$ cat src/rtl/pla_eval_scheduler_if.sv
`default_nettype none
// ============================================================
// pla_eval_scheduler_if
// Request/response handshake bundle between clients and scheduler.
// Rev 1.0
// ============================================================
interface pla_eval_scheduler_if #(
  parameter int NREQ  = 4,
  parameter int IN_W  = 25,
  parameter int OUT_W = 8
);
  logic [NREQ-1:0]      req_valid;
  logic [NREQ*IN_W-1:0] req_vec;
  logic [NREQ-1:0]      req_ready;
  logic [NREQ-1:0]      rsp_valid;
  logic [NREQ-1:0]      rsp_ready;
  logic [OUT_W-1:0]     rsp_z;

  modport master (
    output req_valid, req_vec, rsp_ready,
    input  req_ready, rsp_valid, rsp_z
  );

  modport slave (
    input  req_valid, req_vec, rsp_ready,
    output req_ready, rsp_valid, rsp_z
  );
endinterface
`default_nettype wire

$ cat src/rtl/pla_eval_scheduler.sv
`default_nettype none
// ============================================================
// pla_eval_scheduler
// Round-robin front end sharing one PLA among NREQ requesters.
// Optional one-entry result cache: define PLA_SCHED_CACHE_EN.
// Rev 1.0
// ============================================================
module pla_eval_scheduler #(
  parameter int NREQ    = 4,
  parameter int IN_W    = 25,
  parameter int OUT_W   = 8,
  parameter int PLA_LAT = 0
) (
  input  logic                clk,
  input  logic                rst,
  pla_eval_scheduler_if.slave bus,
  output logic [IN_W-1:0]     pla_x,
  input  logic [OUT_W-1:0]    pla_z,
  output logic                busy
);
  localparam int GW = $clog2(NREQ);

  localparam logic [1:0] S_IDLE = 2'd0;
  localparam logic [1:0] S_EVAL = 2'd1;
  localparam logic [1:0] S_RESP = 2'd2;

  logic [1:0]       state_r;
  logic [GW-1:0]    ptr_r;
  logic [GW-1:0]    gnt_r;
  logic [3:0]       cnt_r;
  logic [IN_W-1:0]  vec_r;
  logic [OUT_W-1:0] rsp_z_r;

  logic [IN_W-1:0]  req_slice [NREQ];
  logic             any_w;
  logic [GW-1:0]    win_w;
  logic [GW-1:0]    cand;
  logic [IN_W-1:0]  win_vec_w;
  logic             accept_w;
  logic             hit_w;
  logic [OUT_W-1:0] hit_z_w;
  logic             capture_w;

  for (genvar i = 0; i < NREQ; i++) begin : g_slice
    assign req_slice[i] = bus.req_vec[i*IN_W +: IN_W];
  end

  // First valid requester at or after ptr_r, wrapping modulo NREQ.
  always_comb begin
    any_w = 1'b0;
    win_w = '0;
    cand  = '0;
    for (int k = 0; k < NREQ; k++) begin
      cand = GW'((int'(ptr_r) + k) % NREQ);
      if (!any_w && bus.req_valid[cand]) begin
        any_w = 1'b1;
        win_w = cand;
      end
    end
  end

  assign win_vec_w = req_slice[win_w];
  assign accept_w  = (state_r == S_IDLE) && any_w && !rst;
  assign capture_w = (state_r == S_EVAL) && (cnt_r == 4'd0);

`ifdef PLA_SCHED_CACHE_EN
  logic             c_valid_r;
  logic [IN_W-1:0]  c_vec_r;
  logic [OUT_W-1:0] c_z_r;

  always_ff @(posedge clk or posedge rst) begin
    if (rst) begin
      c_valid_r <= 1'b0;
      c_vec_r   <= '0;
      c_z_r     <= '0;
    end else if (capture_w) begin
      c_valid_r <= 1'b1;
      c_vec_r   <= vec_r;
      c_z_r     <= pla_z;
    end
  end

  assign hit_w   = c_valid_r && (c_vec_r == win_vec_w);
  assign hit_z_w = c_z_r;
`else
  assign hit_w   = 1'b0;
  assign hit_z_w = '0;
`endif

  always_ff @(posedge clk or posedge rst) begin
    if (rst) begin
      state_r <= S_IDLE;
      ptr_r   <= '0;
      gnt_r   <= '0;
      cnt_r   <= 4'd0;
      vec_r   <= '0;
      rsp_z_r <= '0;
    end else begin
      case (state_r)
        S_IDLE: begin
          if (any_w) begin
            gnt_r <= win_w;
            ptr_r <= (win_w == GW'(NREQ - 1)) ? '0 : win_w + GW'(1);
            if (hit_w) begin
              // Cached result: skip the PLA and leave pla_x untouched.
              rsp_z_r <= hit_z_w;
              state_r <= S_RESP;
            end else begin
              vec_r   <= win_vec_w;
              cnt_r   <= 4'(PLA_LAT);
              state_r <= S_EVAL;
            end
          end
        end
        S_EVAL: begin
          if (cnt_r != 4'd0) begin
            cnt_r <= cnt_r - 4'd1;
          end else begin
            rsp_z_r <= pla_z;
            state_r <= S_RESP;
          end
        end
        S_RESP: begin
          if (bus.rsp_ready[gnt_r]) begin
            state_r <= S_IDLE;
          end
        end
        default: state_r <= S_IDLE;
      endcase
    end
  end

  assign bus.req_ready = accept_w ? (NREQ'(1) << win_w) : '0;
  assign bus.rsp_valid = (state_r == S_RESP) ? (NREQ'(1) << gnt_r) : '0;
  assign bus.rsp_z     = rsp_z_r;
  assign pla_x         = vec_r;
  assign busy          = (state_r != S_IDLE);

endmodule
`default_nettype wire
$ cat src/flat_wrapper.sv
// flat-port wrapper written by rule: the top's interface ports become plain ports
module pla_eval_scheduler_flat 
#(
  parameter int NREQ    = 4,
  parameter int IN_W    = 25,
  parameter int OUT_W   = 8,
  parameter int PLA_LAT = 0
)
  (clk, rst, pla_x, pla_z, busy, bus_req_valid, bus_req_vec, bus_rsp_ready, bus_req_ready, bus_rsp_valid, bus_rsp_z);
  pla_eval_scheduler_if #(.NREQ(NREQ), .IN_W(IN_W), .OUT_W(OUT_W)) bus_i ();
  input  logic clk;
  input  logic rst;
  output logic [IN_W-1:0] pla_x;
  input  logic [OUT_W-1:0] pla_z;
  output logic busy;
  input wire logic [$bits(bus_i.req_valid)-1:0] bus_req_valid;
  input wire logic [$bits(bus_i.req_vec)-1:0] bus_req_vec;
  input wire logic [$bits(bus_i.rsp_ready)-1:0] bus_rsp_ready;
  output wire logic [$bits(bus_i.req_ready)-1:0] bus_req_ready;
  output wire logic [$bits(bus_i.rsp_valid)-1:0] bus_rsp_valid;
  output wire logic [$bits(bus_i.rsp_z)-1:0] bus_rsp_z;
  assign bus_i.req_valid = bus_req_valid;
  assign bus_i.req_vec = bus_req_vec;
  assign bus_i.rsp_ready = bus_rsp_ready;
  assign bus_req_ready = bus_i.req_ready;
  assign bus_rsp_valid = bus_i.rsp_valid;
  assign bus_rsp_z = bus_i.rsp_z;
  pla_eval_scheduler #(.NREQ(NREQ), .IN_W(IN_W), .OUT_W(OUT_W), .PLA_LAT(PLA_LAT)) u_core (.clk(clk), .rst(rst), .bus(bus_i), .pla_x(pla_x), .pla_z(pla_z), .busy(busy));
endmodule
$ cat config.mk
export PLATFORM = sky130hd
export DESIGN_NAME = pla_eval_scheduler_flat
export DESIGN_NICKNAME = d
export VERILOG_FILES = /design/src/rtl/pla_eval_scheduler_if.sv /design/src/rtl/pla_eval_scheduler.sv /design/src/flat_wrapper.sv
export SDC_FILE = /design/constraint.sdc
export NUM_CORES = 1
export LEC_CHECK = 0
export ABC_AREA = 1
export CAP_MARGIN = 25
export CORE_ASPECT_RATIO = 0.7
export CORE_MARGIN = 4
export CORE_UTILIZATION = 35
export CTS_CLUSTER_SIZE = 14
export DETAILED_ROUTE_END_ITERATION = 6
export GPL_ROUTABILITY_DRIVEN = 1
export GPL_TIMING_DRIVEN = 0
export PLACE_DENSITY_LB_ADDON = 0.08
export SLEW_MARGIN = 20
export SYNTH_ARGS = -nofsm -noshare
export SYNTH_HDL_FRONTEND = slang
export SYNTH_SLANG_ARGS = --single-unit
$ cat constraint.sdc
create_clock -name clk -period 1.6 [get_ports clk]
set_input_delay 0.16 -clock clk [delete_from_list [all_inputs] [get_ports clk]]
set_output_delay 0.16 -clock clk [all_outputs]
set_load 0.02 [all_outputs]
Yosys cells after proc, flatten, opt, wreduce, memory -nomap -nowiden:

Index checks and enable logic that the tools add are counted.

* logic and storage cells: 76
* register bits: 43

* eq/ne operators: 7
* shift-type cells: 2
* muxes and demuxes: 31
* magnitude comparators: 6
* add/subtract/negate cells: 5
* reductions and logical operators: 17
* bitwise logic cells: 2

Operators by type and width (number)
* 25-bit binary-select mux with 2-bit select: 1
* 25-bit two-way mux: 2
* 2-bit two-way mux: 8
* 4-bit two-way mux: 4
* 2-bit by 3-bit < comparator with 1-bit output, second input constant: 5
* 1-bit binary-select mux with 2-bit select: 5
* 1-bit two-way mux: 9
* 4-bit case mux with 2 select lines: 1
* 1-bit by 2-bit left shift with 4-bit output, first input constant: 2
* 2-bit case mux with 3 select lines: 1
* 3-bit AND reduction: 2
* 1-bit logical AND: 5
* 2-bit by 1-bit adder with 2-bit output, second input constant: 2
* 2-bit adder, second input constant: 2
* 2-bit == test, second input constant: 2
* 1-bit logical NOT: 4
* 2-bit by 1-bit inequality test with 1-bit output, second input constant: 2
* 2-bit inequality test, second input constant: 2
* 2-bit AND reduction: 2
* 2-bit nonzero test: 2
* 4-bit nonzero test: 1
* 4-bit by 1-bit subtractor with 4-bit output, second input constant: 1
* 3-bit greater-or-equal comparator, second input constant: 1
* 2-bit NOT with 3-bit output: 1
* other kinds (3): 3

Logic depth before layout (Yosys ltp):

Gate-level depths: netlist of run 1.

* word-level depth: 16
* gate-level depth with buffers: 14
* depth with buffers taken out: 13

Least setup slack after synthesis of run 1:

OpenSTA, ideal clock, no wires.

* kind: input -> output
* from: input rst
* to: output bus_req_ready[3]
* stages on the path: 3
* path buffers: 0
* slack: -444 ps
* data arrival time: 1884 ps
* data required time: 1440 ps
* cell sequence: inv_1 -> nand2_1 -> nor3_1

* longest elaborated chain between the ends: 3

Ends and longest elaborated chain
* from (decl): line flat_wrapper.sv:12 `input logic rst;`
* 1-bit logical NOT: line pla_eval_scheduler.sv:63 `assign accept_w = (state_r == S_IDLE) && any_w && !rst;`
* 1-bit logical AND: line pla_eval_scheduler.sv:63
* 4-bit two-way mux: line pla_eval_scheduler.sv:133 `assign bus.req_ready = accept_w ? (NREQ'(1) << win_w) : '0;`
* to (decl): line flat_wrapper.sv:19 `output wire logic [$bits(bus_i.req_ready)-1:0] bus_req_ready;`

Every way passes these cells.

Worst setup path after layout of run 1:

* from: register u_core.ptr_r[0]
* to: output bus_req_ready[0]

* longest elaborated chain between the ends: 15
* elaborated cells on any way between the ends: 29
* classes of those cells: 3 x add/sub; 1 x shift; 17 x mux; 8 x reduce/logical

Ends and longest elaborated chain
* from (decl): line pla_eval_scheduler.sv:28 `logic [GW-1:0] ptr_r;`
* from (signal assigned): line pla_eval_scheduler.sv:103 `ptr_r <= (win_w == GW'(NREQ - 1)) ? '0 : win_w + GW'(1);`
* branches (longest 14 deep; another with 2-bit by 1-bit adder with 2-bit output)
* 4-bit two-way mux *: line pla_eval_scheduler.sv:133

Mark *: on every way between the ends. The select of a mux whose other input is x is not followed.

==> flow_summary_export.csv, run 1 <==
group,metric,value,unit
outcome,status,"finished with violations",
outcome,violations,"negative setup slack",
global_route,grt_max_degree,26,
route,ant_nets,0,
sta,rsz0062_at_grt,"yes",
floorplan,ios,160,
sta,post-route-period-util,140,%
finish,diodes,0,
sta,fin_ws,-0.643,ns
setup_path,critical_path_arrival,2.08,ns
sta,fin_skew,0.00298,ns
clock_tree,root_buffer,"clkbuf_16",
floorplan,num_rows,28,
job,maxCapViolations,0,
sta,tightest_slew,0.621,ns
route,drt-vias-per-instance,4.92,
synth,synth-simple-area-share,48.3,%
synth,async_flop_share,100,%
setup_path,path_cells,"buf_8, nand2_1, nand2_1, nand2_1, nand2_2, a21oi_2, nand2_2, nand2_4, buf_8, inv_2, nor3_4, buf_6",
placed_design,post-dp-hpwl,9.00,mm
synth,synth_compound_area_share,1.83,%
global_route,grt_pass1_wl,19.7,mm
pwr,p_leak,0.00269,uW
synth,synth_fa_ha_area_share,1.20,%
setup_path,r2r.worst_path.cells,14,
pwr,ir_worst_vdd,1.19,mV
setup_path,cp_slowest_stage_delay,0.46,ns
synth,ys.flop_type,"dfrtp_1",
route,wl_per_cell,16.3,um
synth,synth_cell_types,31,
floorplan,fp.dieArea,10600,um^2
synth,synth-xor-area-share,0.558,%
global_route,grtUsageTotal,23.6,%
hold_path,hold_class,"input port to async pin",
setup_path,crit_path_end_kind,"primary output",
setup_path,r2r_end,"u_core.pla_x[15]",
finish,fin_cells,764,
clock_tree,tritoncts,"done",
clock_tree,cts_buffer_depth,2,
floorplan,coreArea,8580,um^2
floorplan,die_h,87.2,um
synth,synth_nets,562,
synth,ys_ff_latch,43,
sta,fin_crit,2.24,ns
clock_tree,h-tree-depth,2,
setup_path,crit_buf_inv,4,
global_route,antenna_found_initial,0,
placed_design,gp_congestion,0.872,
sta,max_freq,0.446,GHz
sta,relSlewSlack,58.4,%
finish,mostFrequentLayoutCell,"clkdlybuf4s50_1",
route,drtPass1Iterations,4,
synth,syn-mean-instance-area,7.11,um^2
synth,synth_top_family_by_area,"simple AND/OR/NAND/NOR gates",
clock_tree,clk_latency,0.29,ns
pwr,p_per_area,2450,nW/um^2
global_route,grt_overflow,0,
placed_design,place_area,5030,um^2
finish,finalInstanceArea,5800,um^2
synth,synth_mux_area_share,3.19,%
route,vias,3756,
synth,synth_cells,441,
placed_design,pre_cts_slack,-1.08,ns
setup_path,crit_path_max_fanout,5,
synth,ys_top_cells_by_area,"dfrtp_1 (34%), nand2_1 (17%), nand3_1 (16%)",
finish,nNetsFinal,764,
sta,finalSetupViolations,38,
clock_tree,path_clk_slew,0.06,ns
setup_path,r2r-start,"u_core.ptr_r[1]",
placed_design,dpl.cell_count,721,
sta,drv_slew,0,
route,drt_iter0_drc,171,
route,drc,0,
finish,final_cell_mix,"clkdlybuf4s50_1 (150), nand2_1 (121), nand3_1 (84)",
synth,synth_top_area_cell,"dfrtp_1",
sta,finalHoldViolCount,0,
synth,synth_area,3140,um^2
setup_path,cp_common_cell,"nand2_1",
global_route,grt_pass1_vias,3887,
finish,area_growth,84.9,%
floorplan,die_w,121,um
setup_path,required,1.44,ns
route,wirelength,12.4,mm
synth,yosysSeqAreaShare,34.3,%
finish,layout-drive-gt1-share,24.4,%
placed_design,io_buffers,159,
setup_path,crit_type,"flop to primary output",
floorplan,start_util,36.5,%
clock_tree,clock-sinks,43,
clock_tree,cts_buffers,5,
synth,yosys.area.top_type_share,34.3,%
setup_path,slowest_stage,"dfrtp_2",
synth,ys.warnings.count,0,
setup_path,worstSetupStartpointType,"flop",
setup_path,r2r_slack,-0.56,ns
synth,synth_edf_count,0,
setup_path,critPathTopFamily,"simple AND/OR/NAND/NOR gates",
[registers in the layout (all words and copies together) (netlist names)]
signal and flops:
u_core.pla_x 25, u_core.bus.rsp_z 8, u_core.cnt_r 4, u_core.gnt_r 2
u_core.ptr_r 2, u_core.state_r 2
[logic make-up after synthesis]
logic type,Yosys count
AOI/OAI and AO/OA,10
and+or+nand+nor,304
adders and majority gates,3
DFF,43
muxes,9
xor gates and xnor gates,2
buffers and inverters,70
[stage by stage]
step | TNS, ns | hold WS, ns | total power (uW) | utilization (%)
floorplan | -2.80 | 0.174 | 7820 | -
global placement | -18.99 | 0.477 | 10500 | 58.3
detailed placement | -20.25 | 0.485 | 10600 | 58.7
CTS | -16.37 | 0.322 | 13400 | 65.2
finish | -18.40 | 0.261 | 14200 | 67.6
global route | -22.02 | 0.296 | 15300 | 67.6
[how the worst max path moves through the flow]
stage                     depth (start not counted)  slack (ns)                to        startpoint
after global routing                             12       -0.77  bus_req_ready[0]   u_core.ptr_r[0]
after floorplan                                  11       -0.15  bus_req_ready[0]   u_core.ptr_r[1]
after detailed placement                         14       -1.08  bus_req_ready[2]  bus_req_valid[0]
final                                            12       -0.64  bus_req_ready[0]   u_core.ptr_r[0]
after global placement                            5       -1.26  bus_req_ready[0]               rst
after CTS                                        14       -0.64  bus_req_ready[2]   u_core.ptr_r[0]
[metal layers]
metal	GRT usage [%]	part of all wire, %
met4	4.17	1.2
met2	39.0	46
met3	7.73	10
met5	0	0
met1	30.7	42
[Yosys cell counts (6+ instances only)]
cell,instances
nand3_1,98
nand2_2,8
nor2_1,8
nand2_1,139
nand3_2,11
buf_2,14
nand3b_1,27
mux2_2,8
inv_1,40
dfrtp_1,43
nor3_1,6
buf_4,6
[what timing repair did]
action,4_1_cts,5_1_grt
pin swaps,16,15
cloned,4,2
hold buffers,0,0
gates resized for setup,79,33
setup buffers,22,7
endpoints found under the setup margin,43,40
[final cells by class]
cell class                 count  area, um^2
buffer                        26         262
clock buffer                   6         129
clock inverter                 2        12.5
fill                         745        2780
inverter                      44         184
multi-input combinational    328        1970
sequential                    43        1080
tap                          120         150
timing repair buffer         194        2010
timing repair inverter         1        5.00
[power breakdown]
group          internal, uW  switching (uW)
Sequential             1670             346
Clock                   578             455
Combinational          5130            6060
Total                  7370            6860
Note: power is estimated with default switching activity, not from simulation.
==> inputs of run 2 (changes only) <==
--- a/config.mk
+++ b/config.mk
@@ -9,7 +9,7 @@
 export CAP_MARGIN = 25
 export CORE_ASPECT_RATIO = 0.7
 export CORE_MARGIN = 4
-export CORE_UTILIZATION = 35
+export CORE_UTILIZATION = 37
 export CTS_CLUSTER_SIZE = 14
 export DETAILED_ROUTE_END_ITERATION = 6
 export GPL_ROUTABILITY_DRIVEN = 1
==> run 2 against run 1 <==
The run still ends with negative setup slack left. Sequential cell count did not move. Clock power about the same. Routed wire length grew 0.14%. Clock-buffer cell count shrank 1. Clock skew up 0.0020 ns. Sequential power is essentially flat. Final cell count shrank 2.9%. Largest cell class unchanged. Largest power group unchanged.
==> flow_summary_export.csv, run 2 (same netlist as run 1, synthesis figures left out) <==
group,metric,value,unit
outcome,status,"finished with violations",
outcome,violations,"negative setup slack",
placed_design,io_buffers,159,
placed_design,pre_cts_slack,-1.08,ns
placed_design,gp_congestion,0.867,
finish,layout-drive-gt1-share,24.5,%
finish,finalInstanceArea,5730,um^2
sta,finalHoldViolCount,0,
placed_design,post-dp-hpwl,8.76,mm
sta,rsz0062_at_grt,"yes",
clock_tree,clock-sinks,43,
pwr,ir_worst_vdd,1.25,mV
setup_path,crit_path_end_kind,"primary output",
finish,final_util,71.3,%
hold_path,hold_class,"input port to async pin",
floorplan,coreArea,8040,um^2
sta,fin_crit,2.31,ns
sta,tightest_slew,0.695,ns
clock_tree,tritoncts,"done",
finish,fillers,658,
clock_tree,cts_buffers,5,
route,vias,3811,
clock_tree,cts_hold_buf,0,
finish,final_cell_mix,"clkdlybuf4s50_1 (150), nand2_1 (120), nand3_1 (84)",
setup_path,startpoint,"u_core.ptr_r[0]",
sta,relSlewSlack,53.4,%
setup_path,critical_path_arrival,2.15,ns
finish,largest_reg_flops,25,
route,drt_iter0_drc,223,
global_route,antenna_found_initial,0,
global_route,grt_overflow,0,
route,drc,0,
setup_path,crit_end,"bus_req_ready[0]",
route,drtPass1Iterations,5,
clock_tree,h-tree-depth,2,
setup_path,r2r-start,"u_core.ptr_r[1]",
sta,fin_skew,0.00499,ns
floorplan,ios,160,
global_route,grt_pass1_wl,19.7,mm
setup_path,r2r_slack,-0.56,ns
clock_tree,cts_buffer_depth,2,
setup_path,crit_path_max_fanout,6,
sta,post-route-period-util,144,%
floorplan,fp.dieArea,10000,um^2
global_route,grt_max_degree,20,
finish,mostFrequentLayoutCell,"clkdlybuf4s50_1",
route,wl_per_cell,16.8,um
finish,diodes,0,
job,maxCapViolations,0,
clock_tree,clk_latency,0.29,ns
sta,drv_slew,0,
floorplan,die_h,85.0,um
floorplan,die_w,118,um
setup_path,crit_type,"flop to primary output",
sta,fin_ws,-0.705,ns
clock_tree,root_buffer,"clkbuf_16",
pwr,p_leak,0.00265,uW
floorplan,start_util,39.0,%
sta,finalSetupViolations,38,
setup_path,required,1.44,ns
placed_design,place_area,5010,um^2
clock_tree,path_clk_slew,0.07,ns
setup_path,r2r_end,"u_core.pla_x[23]",
sta,max_freq,0.434,GHz
finish,nNetsFinal,761,
route,ant_nets,0,
pwr,p_per_area,2460,nW/um^2
setup_path,r2r.worst_path.cells,16,
route,wirelength,12.5,mm
global_route,grt_pass1_vias,3854,
pwr,fin_total_pwr,14100,uW
finish,area_growth,82.8,%
setup_path,worstSetupStartpointType,"flop",
floorplan,num_rows,27,
route,drt-vias-per-instance,5.14,
global_route,grtUsageTotal,24.3,%
## run 2: area by class of cell
class	count	area, um^2	area share [%]
multi-input combinational	328	1970	34.4
clock inverter	3	20.0	0.349
tap	101	126	2.20
buffer	26	255	4.45
sequential	43	1080	18.8
inverter	44	184	3.21
timing repair inverter	1	5.00	0.0873
timing repair buffer	191	1970	34.3
clock buffer	5	125	2.18
## run 2: metrics by stage
stage	setup TNS (ns)	hold WS [ns]	std cells
after floorplan	-2.80	0.174	441
after detailed placement	-20.39	0.482	702
final	-19.80	0.272	742
after CTS	-18.03	0.283	738
after global placement	-19.24	0.478	701
after global routing	-23.36	0.311	742
## run 2: timing repair
action	CTS	global route
resized for setup	80	41
endpoints found under the setup margin	43	49
buffers inserted	24	4
pin swaps	16	16
gates cloned	4	0
## run 2: power by group
part	internal, uW	switching [uW]	total, uW
logic	4960	6110	11100
clock network	576	458	1030
registers	1670	349	2010
total	7210	6910	14100
## run 2: worst min-delay path by stage
| stage | to | cells past startpoint | from |
|---|---|---|---|
| 2_1_floorplan | u_core.bus.rsp_z[0] | 1 | rst |
| 3_3_place_gp | u_core.pla_x[0] | 2 | u_core.pla_x[0] |
| 3_5_place_dp | u_core.pla_x[11] | 2 | u_core.pla_x[11] |
| 4_1_cts | u_core.pla_x[5] | 2 | rst |
| 5_1_grt | u_core.pla_x[5] | 2 | rst |
| 6_report | u_core.pla_x[5] | 2 | rst |
## run 2: worst max-delay path, cell delays in order (launching register included)
cell	delay (ns)
dfrtp_1	0.43
buf_6	0.16
buf_6	0.13
nand2_4	0.05
nand2_4	0.07
nand2_2	0.06
nand2_2	0.07
nor2_1	0.05
nor2_1	0.13
nand2_2	0.10
nand2_4	0.11
buf_8	0.12
inv_6	0.03
nor3_4	0.18
buf_6	0.15
## run 2: metal layers
| layer | global-route usage (%) | routed length [um] | vias to the layer above |
|---|---|---|---|
| met5 | 0 | 0 | - |
| met4 | 4.79 | 152 | 0 |
| met3 | 7.33 | 1200 | 16 |
| met2 | 41.0 | 5800 | 191 |
| met1 | 31.1 | 5300 | 1774 |
| li1 | - | - | 1830 |
==> inputs of run 3 (changes only) <==
--- a/config.mk
+++ b/config.mk
@@ -9,7 +9,8 @@
 export CAP_MARGIN = 25
 export CORE_ASPECT_RATIO = 0.7
 export CORE_MARGIN = 4
-export CORE_UTILIZATION = 37
+export CORE_UTILIZATION = 38
+export CTS_BUF_LIST = sky130_fd_sc_hd__clkbuf_2
 export CTS_CLUSTER_SIZE = 14
 export DETAILED_ROUTE_END_ITERATION = 6
 export GPL_ROUTABILITY_DRIVEN = 1
==> run 3 against run 2 <==
Power grew 0.41%. Clock power shrank 21%. The flow still finishes with violations (negative setup slack). Maximum frequency shrank 6.1%. Worst hold slack lost 0.0086 ns. Core utilization grew 2.2 points. Via count grew 1.9%. Final area grew 1.8%. Routed wire length grew 6.1%. First-iteration DRC count shrank 16%. Sequential share of layout area shrank 0.29 points. Global-route usage grew 1.6 points.
==> flow_summary_export.csv, run 3 (same netlist as run 1, synthesis figures left out) <==
group,metric,value,unit
pwr,internal_power,6990,uW
setup_path,r2r_slack,-0.63,ns
route,drc,0,
floorplan,start_util,39.5,%
setup_path,slowest_stage,"dfrtp_2",
floorplan,ios,160,
clock_tree,clock-sinks,43,
route,ant_nets,0,
global_route,grt_pass1_wl,19.9,mm
floorplan,fp.dieArea,9800,um^2
floorplan,die_h,84.0,um
route,wirelength,13.2,mm
clock_tree,tritoncts,"done",
placed_design,post-dp-hpwl,8.71,mm
clock_tree,clk_latency,0.43,ns
finish,final_util,73.5,%
clock_tree,root_buffer,"clkbuf_2",
setup_path,crit_end,"bus_req_ready[2]",
floorplan,coreArea,7940,um^2
setup_path,r2r-start,"u_core.ptr_r[1]",
pwr,power_switching,7190,uW
setup_path,crit_path_end_kind,"primary output",
finish,largest_reg_flops,25,
pwr,fin_total_pwr,14200,uW
sta,finalHoldViolCount,0,
clock_tree,path_clk_slew,0.25,ns
global_route,busiest_layer,"met2",
global_route,antenna_found_initial,0,
finish,mostFrequentLayoutCell,"nand2_1",
setup_path,r2r_end,"u_core.pla_x[0]",
sta,post-route-period-util,153,%
setup_path,crit_type,"flop to primary output",
finish,nNetsFinal,764,
setup_path,cp_slowest_stage_delay,0.54,ns
setup_path,path_cells,"inv_4, buf_4, nand3_4, nand2_4, nor2_4, nand3_2, nand2_4, nand2_4, buf_12, ha_4, inv_4, nor2_4, buf_6",
clock_tree,cts_buffer_depth,2,
sta,drv_slew,0,
finish,diodes,0,
route,drt-vias-per-instance,5.21,
setup_path,required,1.44,ns
pwr,pwr-share-comb,80.1,%
placed_design,pre_cts_slack,-1.24,ns
placed_design,io_buffers,159,
setup_path,crit_buf_inv,5,
sta,tightest_slew,0.594,ns
route,vias,3882,
global_route,use_met2,44.8,%
finish,finalInstanceArea,5840,um^2
hold_path,hold_class,"input port to async pin",
sta,fin_ws,-0.856,ns
placed_design,gp_congestion,0.855,
setup_path,critical_path_arrival,2.30,ns
sta,finalSetupViolations,42,
setup_path,r2r.worst_path.cells,15,
global_route,grt_overflow,0,
pwr,seq_power_share,14.1,%
global_route,grtUsageTotal,25.8,%
sta,rsz0062_at_grt,"yes",
route,drtPass1Iterations,4,
sta,fin_crit,2.46,ns
finish,layout-drive-gt1-share,28.9,%
job,maxCapViolations,0,
sta,hold_ws,0.263,ns
outcome,status,"finished with violations",
setup_path,cp_common_cell,"nand2_4",
clock_tree,cts_hold_buf,0,
global_route,met3_usage,5.43,%
setup_path,startpoint,"u_core.ptr_r[1]",
global_route,grt_max_degree,23,
sta,relSlewSlack,60.3,%
global_route,met1_usage,32.9,%
pwr,ir_worst_vdd,1.21,mV
floorplan,num_rows,27,
outcome,violations,"negative setup slack",
pwr,p_sw_share,50.7,%
sta,max_freq,0.407,GHz
pwr,p_per_area,2430,nW/um^2
route,wl_per_cell,17.7,um
pwr,clkPwrFrac,5.8,%
placed_design,place_area,4980,um^2
clock_tree,cts_buffers,5,
setup_path,worstSetupStartpointType,"flop",
finish,area_growth,86.0,%
setup_path,crit_cells,13,
global_route,grt_pass1_vias,3971,
sta,fin_skew,0.0194,ns
setup_path,crit_path_max_fanout,6,
finish,final_cell_mix,"nand2_1 (122), clkdlybuf4s50_1 (117), nand3_1 (73)",
floorplan,die_w,117,um
route,drt_iter0_drc,187,
setup_path,critPathTopFamily,"simple AND/OR/NAND/NOR gates",
pwr,p_leak,0.00292,uW
clock_tree,h-tree-depth,2,
[run 3: cell count changes in the layout (fill, tap and decap cells not counted), sizes merged, moves of 2 or more]
cell	previous run	this run
buf	58	67
bufinv	0	2
clkbuf	12	9
clkdlybuf4s50	150	117
clkinvlp	4	2
dlygate4sd2	2	18
dlymetal6s2s	0	15
[run 3: worst reg2reg max path, delay by kind of cell, from the launching register on]
family                 cells  cell delay, ns
buffers and inverters      6            0.75
flip-flops                 1            0.54
AND/OR/NAND/NOR            9            0.92
[run 3: routing by layer]
layer  share of wire, %  vias to the layer above
met2                 49                      193
met5                  0                        -
li1                   -                     1840
met3                9.0                       21
met4                1.5                        0
met1                 41                     1828
[run 3: worst min path at each step]
stage | startpoint | slack (ns) | endpoint | depth (start not counted)
after global placement | u_core.pla_x[22] | 0.48 | u_core.pla_x[22] | 2
after floorplan | rst | 0.17 | u_core.bus.rsp_z[0] | 1
after CTS | rst | 0.24 | u_core.pla_x[3] | 2
final | rst | 0.26 | u_core.cnt_r[2] | 2
after global routing | rst | 0.26 | u_core.pla_x[6] | 2
after detailed placement | u_core.pla_x[5] | 0.48 | u_core.pla_x[5] | 2
[run 3: power groups by stage]
stage,clock (uW),sequential [uW],combinational [uW]
after floorplan,0,2450,5370
after global placement,0,1980,8440
after detailed placement,0,1990,8650
after CTS,817,1980,10500
after global routing,873,2060,12200
final,818,2000,11400
[run 3: timing repair]
item                       CTS  global route
buffers inserted            21            11
pin swaps                   19            18
gates resized for setup    140            59
setup endpoints to repair   68            66
gates cloned                 5             0
[run 3: per-stage QoR]
step	TNS [ns]	cells
3_3_place_gp	-19.14	701
6_report	-20.62	745
4_1_cts	-17.26	735
2_1_floorplan	-2.80	441
5_1_grt	-23.97	745
3_5_place_dp	-21.57	701
[run 3: cell type report]
class,instances,area [um^2]
multi-input cells,328,2110
fillers,617,2100
repair buffers,194,1980
flip-flops and latches,43,1080
plain buffers,26,265
inverters,44,181
well taps,101,126
clock inverters,2,60.1
clock buffers,6,30.0
repair inverters,1,7.51
